File: src/rtl/pwm_capture_pkg.sv
// Shared definitions for the PWM capture block: FSM state encoding and the
// LED generator period that the capture side is expected to see.
package pwm_capture_pkg;

    typedef enum logic [1:0] {
        IDLE = 2'd0,
        HIGH = 2'd1,
        LOW  = 2'd2
    } state_t;

    localparam int PWM_PERIOD = 256;

endpackage

File: src/rtl/pwm_capture_sync_edge.sv
// Multi-stage synchroniser for an asynchronous input followed by a one-flop
// edge detector producing single-cycle rise/fall flags.
module sync_edge
    import pwm_capture_pkg::*;
#(
    parameter int SYNC_STAGES = 2
) (
    input  logic clk,
    input  logic rst,
    input  logic d,
    output logic level,
    output logic rise,
    output logic fall
);

    logic [SYNC_STAGES-1:0] sync_q;
    logic                   prev_q;

    always_ff @(posedge clk or posedge rst) begin
        if (rst) begin
            sync_q <= '0;
            prev_q <= 1'b0;
        end else begin
            sync_q <= {sync_q[SYNC_STAGES-2:0], d};
            prev_q <= sync_q[SYNC_STAGES-1];
        end
    end

    assign level = sync_q[SYNC_STAGES-1];
    assign rise  = level & ~prev_q;
    assign fall  = ~level & prev_q;

endmodule

File: src/rtl/pwm_capture.sv
// Measures high time and period of one PWM input in clk cycles, and reports
// a static level when no edge has been seen for TIMEOUT cycles.
module pwm_capture
    import pwm_capture_pkg::*;
#(
    parameter int CNT_W       = 16,
    parameter int TIMEOUT     = 4096,
    parameter int SYNC_STAGES = 2
) (
    input  logic             clk,
    input  logic             rst,
    input  logic             enable,
    input  logic             pwm_in,
    output logic [CNT_W-1:0] high_cnt,
    output logic [CNT_W-1:0] period_cnt,
    output logic             is_static,
    output logic             static_level,
    output logic             valid
);

    localparam logic [CNT_W-1:0] IDLE_LAST = CNT_W'(TIMEOUT - 1);
    localparam logic [CNT_W-1:0] IDLE_SAT  = CNT_W'(TIMEOUT);
    localparam logic [CNT_W-1:0] ONE       = CNT_W'(1);

    state_t           state, state_nxt;
    logic             level, rise, fall;
    logic             timeout, period_done;
    logic [CNT_W-1:0] hi_cnt, per_cnt, idle_cnt;

    sync_edge #(
        .SYNC_STAGES(SYNC_STAGES)
    ) u_sync_edge (
        .clk  (clk),
        .rst  (rst),
        .d    (pwm_in),
        .level(level),
        .rise (rise),
        .fall (fall)
    );

    always_comb begin
        state_nxt   = state;
        timeout     = enable && !rise && !fall && (idle_cnt == IDLE_LAST);
        period_done = enable && (state == LOW) && rise;
        if (!enable || timeout) begin
            state_nxt = IDLE;
        end else begin
            case (state)
                IDLE:    if (rise) state_nxt = HIGH;
                HIGH:    if (fall) state_nxt = LOW;
                LOW:     if (rise) state_nxt = HIGH;
                default: state_nxt = IDLE;
            endcase
        end
    end

    always_ff @(posedge clk or posedge rst) begin
        if (rst) begin
            state <= IDLE;
        end else begin
            state <= state_nxt;
        end
    end

    always_ff @(posedge clk or posedge rst) begin
        if (rst) begin
            hi_cnt       <= '0;
            per_cnt      <= '0;
            idle_cnt     <= '0;
            high_cnt     <= '0;
            period_cnt   <= '0;
            is_static    <= 1'b0;
            static_level <= 1'b0;
            valid        <= 1'b0;
        end else if (!enable) begin
            hi_cnt   <= '0;
            per_cnt  <= '0;
            idle_cnt <= '0;
            valid    <= 1'b0;
        end else begin
            valid <= period_done | timeout;

            // Saturating at TIMEOUT keeps one static report per edge-free interval
            if (rise || fall) begin
                idle_cnt <= '0;
            end else if (idle_cnt != IDLE_SAT) begin
                idle_cnt <= idle_cnt + ONE;
            end

            if (timeout) begin
                hi_cnt  <= '0;
                per_cnt <= '0;
            end else begin
                case (state)
                    HIGH: begin
                        per_cnt <= per_cnt + ONE;
                        if (!fall) hi_cnt <= hi_cnt + ONE;
                    end
                    LOW: begin
                        if (rise) begin
                            hi_cnt  <= ONE;
                            per_cnt <= ONE;
                        end else begin
                            per_cnt <= per_cnt + ONE;
                        end
                    end
                    default: begin
                        hi_cnt  <= rise ? ONE : '0;
                        per_cnt <= rise ? ONE : '0;
                    end
                endcase
            end

            if (period_done) begin
                high_cnt   <= hi_cnt;
                period_cnt <= per_cnt;
                is_static  <= 1'b0;
            end else if (timeout) begin
                high_cnt     <= '0;
                period_cnt   <= '0;
                is_static    <= 1'b1;
                static_level <= level;
            end
        end
    end

endmodule

File: config.mk
export PLATFORM = sky130hd
export DESIGN_NAME = pwm_capture
export DESIGN_NICKNAME = d
export VERILOG_FILES = /design/src/rtl/pwm_capture_pkg.sv /design/src/rtl/pwm_capture_sync_edge.sv /design/src/rtl/pwm_capture.sv
export SDC_FILE = /design/constraint.sdc
export NUM_CORES = 1
export LEC_CHECK = 0
export ABC_CLOCK_PERIOD_IN_PS = 6520
export BUFFER_PORTS_ARGS = -buffer_cell sky130_fd_sc_hd__buf_2
export CORE_ASPECT_RATIO = 0.7
export CORE_UTILIZATION = 30
export DETAILED_ROUTE_END_ITERATION = 6
export PLACE_DENSITY_LB_ADDON = 0.05
export SYNTH_ARGS = -nofsm -noshare
export SYNTH_HDL_FRONTEND = slang
export SYNTH_SLANG_ARGS = --single-unit
File: constraint.sdc
create_clock -name clk -period 6.52 [get_ports clk]
set_input_delay 0.978 -clock clk [delete_from_list [all_inputs] [get_ports clk]]
set_output_delay 0.978 -clock clk [all_outputs]
set_load 0.03 [all_outputs]
Word-level counts from Yosys, hierarchy flattened --
Cells that the tools add are included.
Storage, ports and cells: register bits after elaboration 88, output and inout bits 35, word-level logic and storage cells 69
Cells by class: add/subtract/negate cells 3, equal/unequal tests 9, multiplexer cells 23, bitwise gates (word level) 6, reduce and logical (&&, ||, !) cells 17
Operators by type and width (number):
- $mux W16 | 13
- $pmux W16 S2 | 2
- $add A16 B1 Y16 const B | 3
- $eq A16 B12 Y1 const B | 1
- $ne A16 B13 Y1 const B | 1
- $ne A4 B4 Y1 const B | 2
- $mux W2 | 3
- $ne A3 B1 Y1 const B | 2
- $reduce_and A2 Y1 | 3
- $logic_and A1 B1 Y1 | 5
- $mux W1 | 4
- $pmux W2 S2 | 1
- $logic_not A1 Y1 | 3
- $ne A3 B3 Y1 const B | 1
- $not A1 Y1 | 3
- $reduce_and A3 Y1 | 1
- $and A1 B1 Y1 | 2
- $eq A2 B1 Y1 const B | 1
- $eq A2 B2 Y1 const B | 1
- $logic_not A2 Y1 | 1
- $logic_or A1 B1 Y1 | 2
- $reduce_bool A2 Y1 | 1
- $reduce_or A2 Y1 | 1
- $or A1 B1 Y1 | 1

Depth between registers and ports, before layout --
Gate-level depths: netlist of the first run.
word-level depth 9, mapped depth 8

Modules after synthesis --
From an unflattened synthesis of the first run, not the netlist that was laid out.
Unflattened totals: cells, all modules 443, area, all modules 4134.0 um2
By module, submodules not included:
- pwm_capture | times used 1, cells each 437, area an instance 4040.1 um2, seq. area each 2127.0 um2
- sync_edge | times used 1, cells each 6, area an instance 93.8 um2, seq. area each 75.1 um2

Worst setup path before layout of the first run --
OpenSTA, ideal clock, no wires.
kind reg2reg, start point reg state[0], end point reg hi_cnt[15], arrival time 1.944 ns, setup slack 4.495 ns, stages on the path, launching flop included 7, buffers on the path 0, cell sequence dfrtp_1 > inv_1 > ha_1 > nand2_2 > or3_4 > or4_4 > a31oi_2
Between the ends: word-level cells in the longest chain between the ends 4, elaborated cells on any way between the ends 8
Ends and longest elaborated chain:
- start: declaration | RTL line pwm_capture.sv:25 | state_t state, state_nxt;
- start signal: assignment | RTL line pwm_capture.sv:61 | state <= state_nxt;
- $eq A2 B2 Y1 / $eq A2 B1 Y1 (equally long branches) | RTL line pwm_capture.sv:94 | case (state)
- $pmux W16 S2 | RTL line pwm_capture.sv:94
- $mux W16 | RTL line pwm_capture.sv:90 | if (timeout) begin
- $mux W16 | RTL line pwm_capture.sv:75 | end else if (!enable) begin
- end signal: assignment | RTL line pwm_capture.sv:97 | if (!fall) hi_cnt <= hi_cnt + ONE;
- end signal: assignment | RTL line pwm_capture.sv:108 | hi_cnt <= rise ? ONE : '0;
- end: declaration | RTL line pwm_capture.sv:28 | logic [CNT_W-1:0] hi_cnt, per_cnt, idle_cnt;
Several ways; a longest one is shown, not always the timed one. A chain may end at the register's enable or synchronous reset.

Worst setup path after layout of the first run --
start point reg u_sync_edge.sync_q[1], end point reg hi_cnt[0]
Between the ends: word-level cells in the longest chain between the ends 7, elaborated cells on any way between the ends 15
Ends and longest elaborated chain:
- start: declaration | RTL line pwm_capture_sync_edge.sv:16 | logic [SYNC_STAGES-1:0] sync_q;
- start signal: assignment | RTL line pwm_capture_sync_edge.sv:24 | sync_q <= {sync_q[SYNC_STAGES-2:0], d};
- $and A1 B1 Y1 / $not A1 Y1 (equally long branches) | RTL line pwm_capture_sync_edge.sv:30, pwm_capture_sync_edge.sv:31
- $logic_not A1 Y1 / $and A1 B1 Y1 (equally long branches) | RTL line pwm_capture.sv:43, pwm_capture_sync_edge.sv:31
- $logic_and A1 B1 Y1 / $logic_not A1 Y1 (equally long branches)
- $logic_and A1 B1 Y1 (2 in a row) | RTL line pwm_capture.sv:43 | timeout = enable && !rise && !fall && (idle_cnt == IDLE_LAST);
- $ne A4 B4 Y1 (no source line) / $mux W16 (equally long branches)
- $reduce_and A2 Y1 (no source line) / $mux W16 (equally long branches)
Several ways; a longest one is shown, not always the timed one.

==> metrics.cfg, run 1 <==
[clocking]
clkTransAtPathRegs_ns=0.06
cts-root-buf=clkbuf_16
cts_sinks=88
cts_buffer_depth=2
holdBufCountCts=0
cts_tree=built
ctsResizeCount=0
cts_buffers=9
postCtsSetupRepairBufs=0
insertion_delay_ns=0.34
h-tree-depth=3

[routing]
ant_nets=0
route.detailed.drc=0
via_per_inst=4.89
wl_per_cell_um=15.6
firstDrtPassIters=5
vias=3308
detail_route.iter0.violations=173
routed_wl_um=10500

[sta]
slew_violations=0
clock.fmax_ghz=0.426
finalHoldViolations=0
finalSetupViolCount=0
worst_slew_pin_slew_ns=0.971
finalClockSkew_ns=0.00818
finalCritPeriodShare=0.360
fin_crit_ns=2.35
rsz0062_at_grt=false
hold_ws_ns=0.352
tns_ns=0
slew-limit-headroom=0.353

[worst_hold_path]
min_path_type=reg -> reg
min_path_cells=0
hp-start=u_sync_edge.sync_q[0]
hold_end=u_sync_edge.sync_q[1]

[setup_path]
rr_startpoint=u_sync_edge.sync_q[1]
cp.required_ns=6.67
crit_chain=inv_1 > ha_1 > nor4b_1 > nand2_1 > o21ai_2 > a221oi_1
crit_buf_inv=1
reg2reg_slack_ns=4.17
worst_setup_path_end_kind=flip-flop
critical_path_class=reg -> reg
cp_slowest_cell=o21ai_2
startpoint_type=flip-flop
crit_fanout=19
crit_family=compound AO/OA/AOI/OAI gates
max_stage_delay_ns=0.80
cp.arrival_ns=2.50
r2r_cells=6
worstReg2RegEnd=hi_cnt[0]

[floorplan]
coreArea_mm2=0.0139
die_area_mm2=0.0148
row_count=36
initial_core_util=0.308
die_w_um=145
io_pins=39
chipHeight_um=102

[flow_run]
maxCapViolCount=0

[grt]
grt_pass1_wl_um=17900
antenna_found_initial=0
grt_use_total=0.155
grt_pass1_vias=3268
overflow=0
grt_max_degree=67

[power]
power_density_mw_per_mm2=266
totalPowerFinal_mw=1.32
p_leak_nw=2.16
peakVddDrop_v=0.000169

[final_layout]
fin_util=0.358
n_antenna_cell=0
area_growth_pct=16.0
fin_nets=496
drive_gt1_frac=0.144

[synthesis]
synth-edff-count=0
ys_ff_latch=88
synth_fp_nets=467
syn_avg_cell_area_um2=9.49
netlist_area_mm2=0.00429
synth.distinct_cells=53
synthArstFlopShare=1.00
netlist_instances=452
synth_ff_type=dfrtp_1
synth-seq-area-share=0.513
synth_warnings=0

[outcome]
status=completed

[place]
gp_congestion=0.745
dp_hpwl_um=7130
port_buffers=38

==> power by group <==
part	switching [mW]	internal [mW]	leakage (nW)
logic	0.109	0.0470	0.773
registers	0.0115	0.558	1.22
clock network	0.218	0.378	0.167
==> worst max path at each step <==
stage                               start   endpoint  cells past startpoint
floorplan                             rst  hi_cnt[0]                      1
global placement                   enable  hi_cnt[0]                      5
detailed placement                 enable  hi_cnt[0]                      5
CTS                 u_sync_edge.sync_q[1]  hi_cnt[0]                      6
global route        u_sync_edge.sync_q[1]  hi_cnt[1]                      6
finish              u_sync_edge.sync_q[1]  hi_cnt[0]                      6
==> worst reg2reg max path, delay by kind of cell, from the launching register on <==
kind                     cells  cell delay (ns)
flip-flops                   1             0.39
AO/OA/AOI/OAI                2             0.91
AND/OR/NAND/NOR              2             0.49
adder cells (fa/ha/maj)      1             0.32
buffers and inverters        1             0.06
==> metal layers <==
layer	global-route usage	part of all wire	wire length [µm]	up-vias
met2	0.223	0.41	4340	55
met1	0.233	0.55	5800	1604
met4	0.0368	0.0038	40	0
li1	-	-	-	1647
met5	0	0	0	-
met3	0.0339	0.034	358	2
==> cell families after synthesis <==
kind of cell,Yosys count,share of synthesized area
AO/OA/AOI/OAI,91,0.127
XOR/XNOR,24,0.0490
adder cells (fa/ha/maj),11,0.0321
buffers and inverters,38,0.0405
flip-flops,88,0.513
multiplexers,4,0.00963
AND/OR/NAND/NOR,196,0.228
==> cell type report <==
cell class | count | area, µm²
Fill cell | 1441 | 8940
Clock inverter | 6 | 116
Inverter | 13 | 50.0
Timing Repair Buffer | 43 | 228
Multi-Input combinational cell | 326 | 1910
Tap cell | 190 | 238
Clock buffer | 10 | 229
Sequential cell | 88 | 2200
==> cells in the mapped netlist (7+ instances only) <==
cell,number,share of area
dfrtp_1,88,0.51
nand2_1,80,0.070
o21ai_0,43,0.050
nor2_1,36,0.032
a21oi_1,17,0.020
xor2_1,17,0.035
nand3_1,16,0.019
clkbuf_1,13,0.011
inv_1,13,0.011
nand4_1,12,0.018
ha_1,11,0.032
and4_1,8,0.016
and3_1,7,0.010
xnor2_1,7,0.014
==> cells in the final DEF, fill, tap and decap left out, drive strengths merged, types with 4 or more instances in the layout <==
cell and n:
nand3b 6, inv 13, or3 5, a31oi 7, xor2 17, and4 8, nor2 37, o21ai 45
xnor2 7, nor4 4, buf 43, and3 7, nand2 81, dfrtp 88, ha 11, nand3 16
a311oi 5, clkbuf 10, nand4 13, a21oi 17, nor3 4
==> sequential cells by signal, summed over array words and instances, names as in the netlist <==
signal and flops:
hi_cnt 16, per_cnt 16, static_level 1, period_cnt 16, valid 1, u_sync_edge.sync_q 2
u_sync_edge.prev_q 1, high_cnt 16, idle_cnt 16, state 2, is_static 1
==> metrics by stage <==
| stage | area (µm²) | setup slack (ns) | std cells |
|---|---|---|---|
| 6_report | 4980 | 4.17 | 676 |
| 5_1_grt | 4980 | 3.91 | 676 |
| 4_1_cts | 4980 | 4.11 | 676 |
| 3_5_place_dp | 4630 | 3.84 | 660 |
| 3_3_place_gp | 4630 | 3.89 | 660 |
| 2_1_floorplan | 4290 | 3.26 | 452 |
No activity file was read; power rests on OpenSTA's default activity.
==> run 2: changes to the inputs <==
ABC_CLOCK_PERIOD_IN_PS = 2200   (was 6520)
clock period = 2.2 ns   (was 6.52 ns; I/O delays follow)
==> metrics.cfg, run 2 (synthesis results as in run 1) <==
[outcome]
status=completed

[power]
power_frac_seq=0.428
switching_share=0.247
power_density_mw_per_mm2=767
peakVddDrop_v=0.000393
p_comb_frac=0.132
power.net_switching_mw=0.976
p_leak_nw=2.26
clockPowerShare=0.440
p_int_mw=2.98
totalPowerFinal_mw=3.96

[setup_path]
critical_path_class=reg -> reg
crit_fanout=6
cp.arrival_ns=2.29
cp_slowest_cell=or4_4
startpoint_type=flip-flop
worst_setup_path_end_kind=flip-flop
crit_chain=inv_1 > ha_1 > nor2b_4 > or3_4 > or4_4 > a31oi_2
cp.required_ns=2.45
crit_family=simple AND/OR/NAND/NOR gates
crit_buf_inv=1
max_stage_delay_ns=0.52

[clocking]
ctsResizeCount=0
cts_sinks=88
clkTransAtPathRegs_ns=0.06
cts-root-buf=clkbuf_16
cts_tree=built
insertion_delay_ns=0.33
cts_buffers=9
cts_buffer_depth=2
h-tree-depth=3

[final_layout]
area_growth_pct=20.2
drive_gt1_frac=0.169
mostFrequentLayoutCell=dfrtp_1
fin_nets=514
regArea_mm2=0.00220
fin_util=0.371
final_cell_mix=dfrtp_1 (88), nand2_1 (80), o21ai_0 (43), buf_2 (38), nor2_1 (36)
nFillCells=1431
n_antenna_cell=0
multiInputGateArea_mm2=0.00191

[worst_hold_path]
min_path_type=in -> reg

[routing]
routed_wl_um=10800
route.detailed.drc=0
wl_per_cell_um=15.5
vias=3352
detail_route.iter0.violations=141
ant_nets=0
via_per_inst=4.84
firstDrtPassIters=4

[sta]
worst_slew_pin_slew_ns=0.566
fin_crit_ns=2.04
hold_ws_ns=0.102
finalClockSkew_ns=0.00647
clock.fmax_ghz=0.491
finalCritPeriodShare=0.926
slew_violations=0
timing.final.ws_setup_ns=0.162
finalSetupViolCount=0
slew-limit-headroom=0.622
finalHoldViolations=0
rsz0062_at_grt=false
tns_ns=0

[floorplan]
initial_core_util=0.308
row_count=36
die_area_mm2=0.0148
chipHeight_um=102
die_w_um=145
io_pins=39
coreArea_mm2=0.0139

[grt]
grt_max_degree=39
overflow=0
grt_use_total=0.156
antenna_found_initial=0
grt_pass1_wl_um=18100
grt_pass1_vias=3319

[flow_run]
maxCapViolCount=0

[place]
pre_cts_slack_ns=0.160
gp_congestion=0.793
dp_hpwl_um=7740
port_buffers=38

run 2: changes by cell type in the layout (fill, tap and decap cells not counted):
cell and delta:
buf_4 +13, buf_12 +4, clkinv_4 -2, clkbuf_1 +1
clkbuf_8 +1, clkinv_2 -1, clkinvlp_4 +1, dlygate4sd3_1 +1
inv_6 -1
run 2: routing by layer:
metal,vias to the layer above,part of all wire,track usage
met5,-,0,0
met3,8,0.022,0.0335
met4,0,0.0073,0.0319
met1,1632,0.56,0.237
met2,36,0.41,0.227
li1,1676,-,-
run 2: per-stage QoR:
step | instances | cell area (µm²)
global placement | 677 | 4810
detailed placement | 677 | 4810
finish | 693 | 5160
CTS | 693 | 5160
global route | 693 | 5160
floorplan | 452 | 4290
run 2: cell type report:
cell class | count | area share
clock inverters | 3 | 0.0175
clock buffers | 12 | 0.0478
flip-flops and latches | 88 | 0.427
well taps | 190 | 0.0461
repair buffers | 61 | 0.0805
inverters | 13 | 0.0102
multi-input cells | 326 | 0.371
run 2: what timing repair did:
action	CTS	global route
setup buffers	0	0
hold endpoints to repair	14	0
hold buffers	1	0
endpoints found under the setup margin	0	0
run 2: final timing paths:
check / start / cells past startpoint / endpoint / slack, ns
max: state[0] / 6 / hi_cnt[15] / 0.16
min: pwm_in / 1 / u_sync_edge.sync_q[0] / 0.10
max reg2reg: state[0] / 6 / hi_cnt[15] / 0.16
min reg2reg: u_sync_edge.sync_q[0] / 0 / u_sync_edge.sync_q[1] / 0.36
max in group asynchronous: rst / 4 / per_cnt[6] / 1.07
min in group asynchronous: rst / 3 / high_cnt[5] / 0.54
run 2: power groups by stage:
stage | clock network, mW | registers (mW) | logic, mW
6_report | 1.74 | 1.69 | 0.524
3_5_place_dp | 0 | 1.72 | 0.523
4_1_cts | 1.79 | 1.69 | 0.530
2_1_floorplan | 0 | 1.73 | 0.334
3_3_place_gp | 0 | 1.72 | 0.523
5_1_grt | 1.86 | 1.70 | 0.585
run 2: worst register-to-register path, cell delays in order, from the launching register on:
cell and delay, ns:
dfrtp_1 0.41, inv_1 0.09, ha_1 0.21, nor2b_4 0.15
or3_4 0.41, or4_4 0.52, a31oi_2 0.17
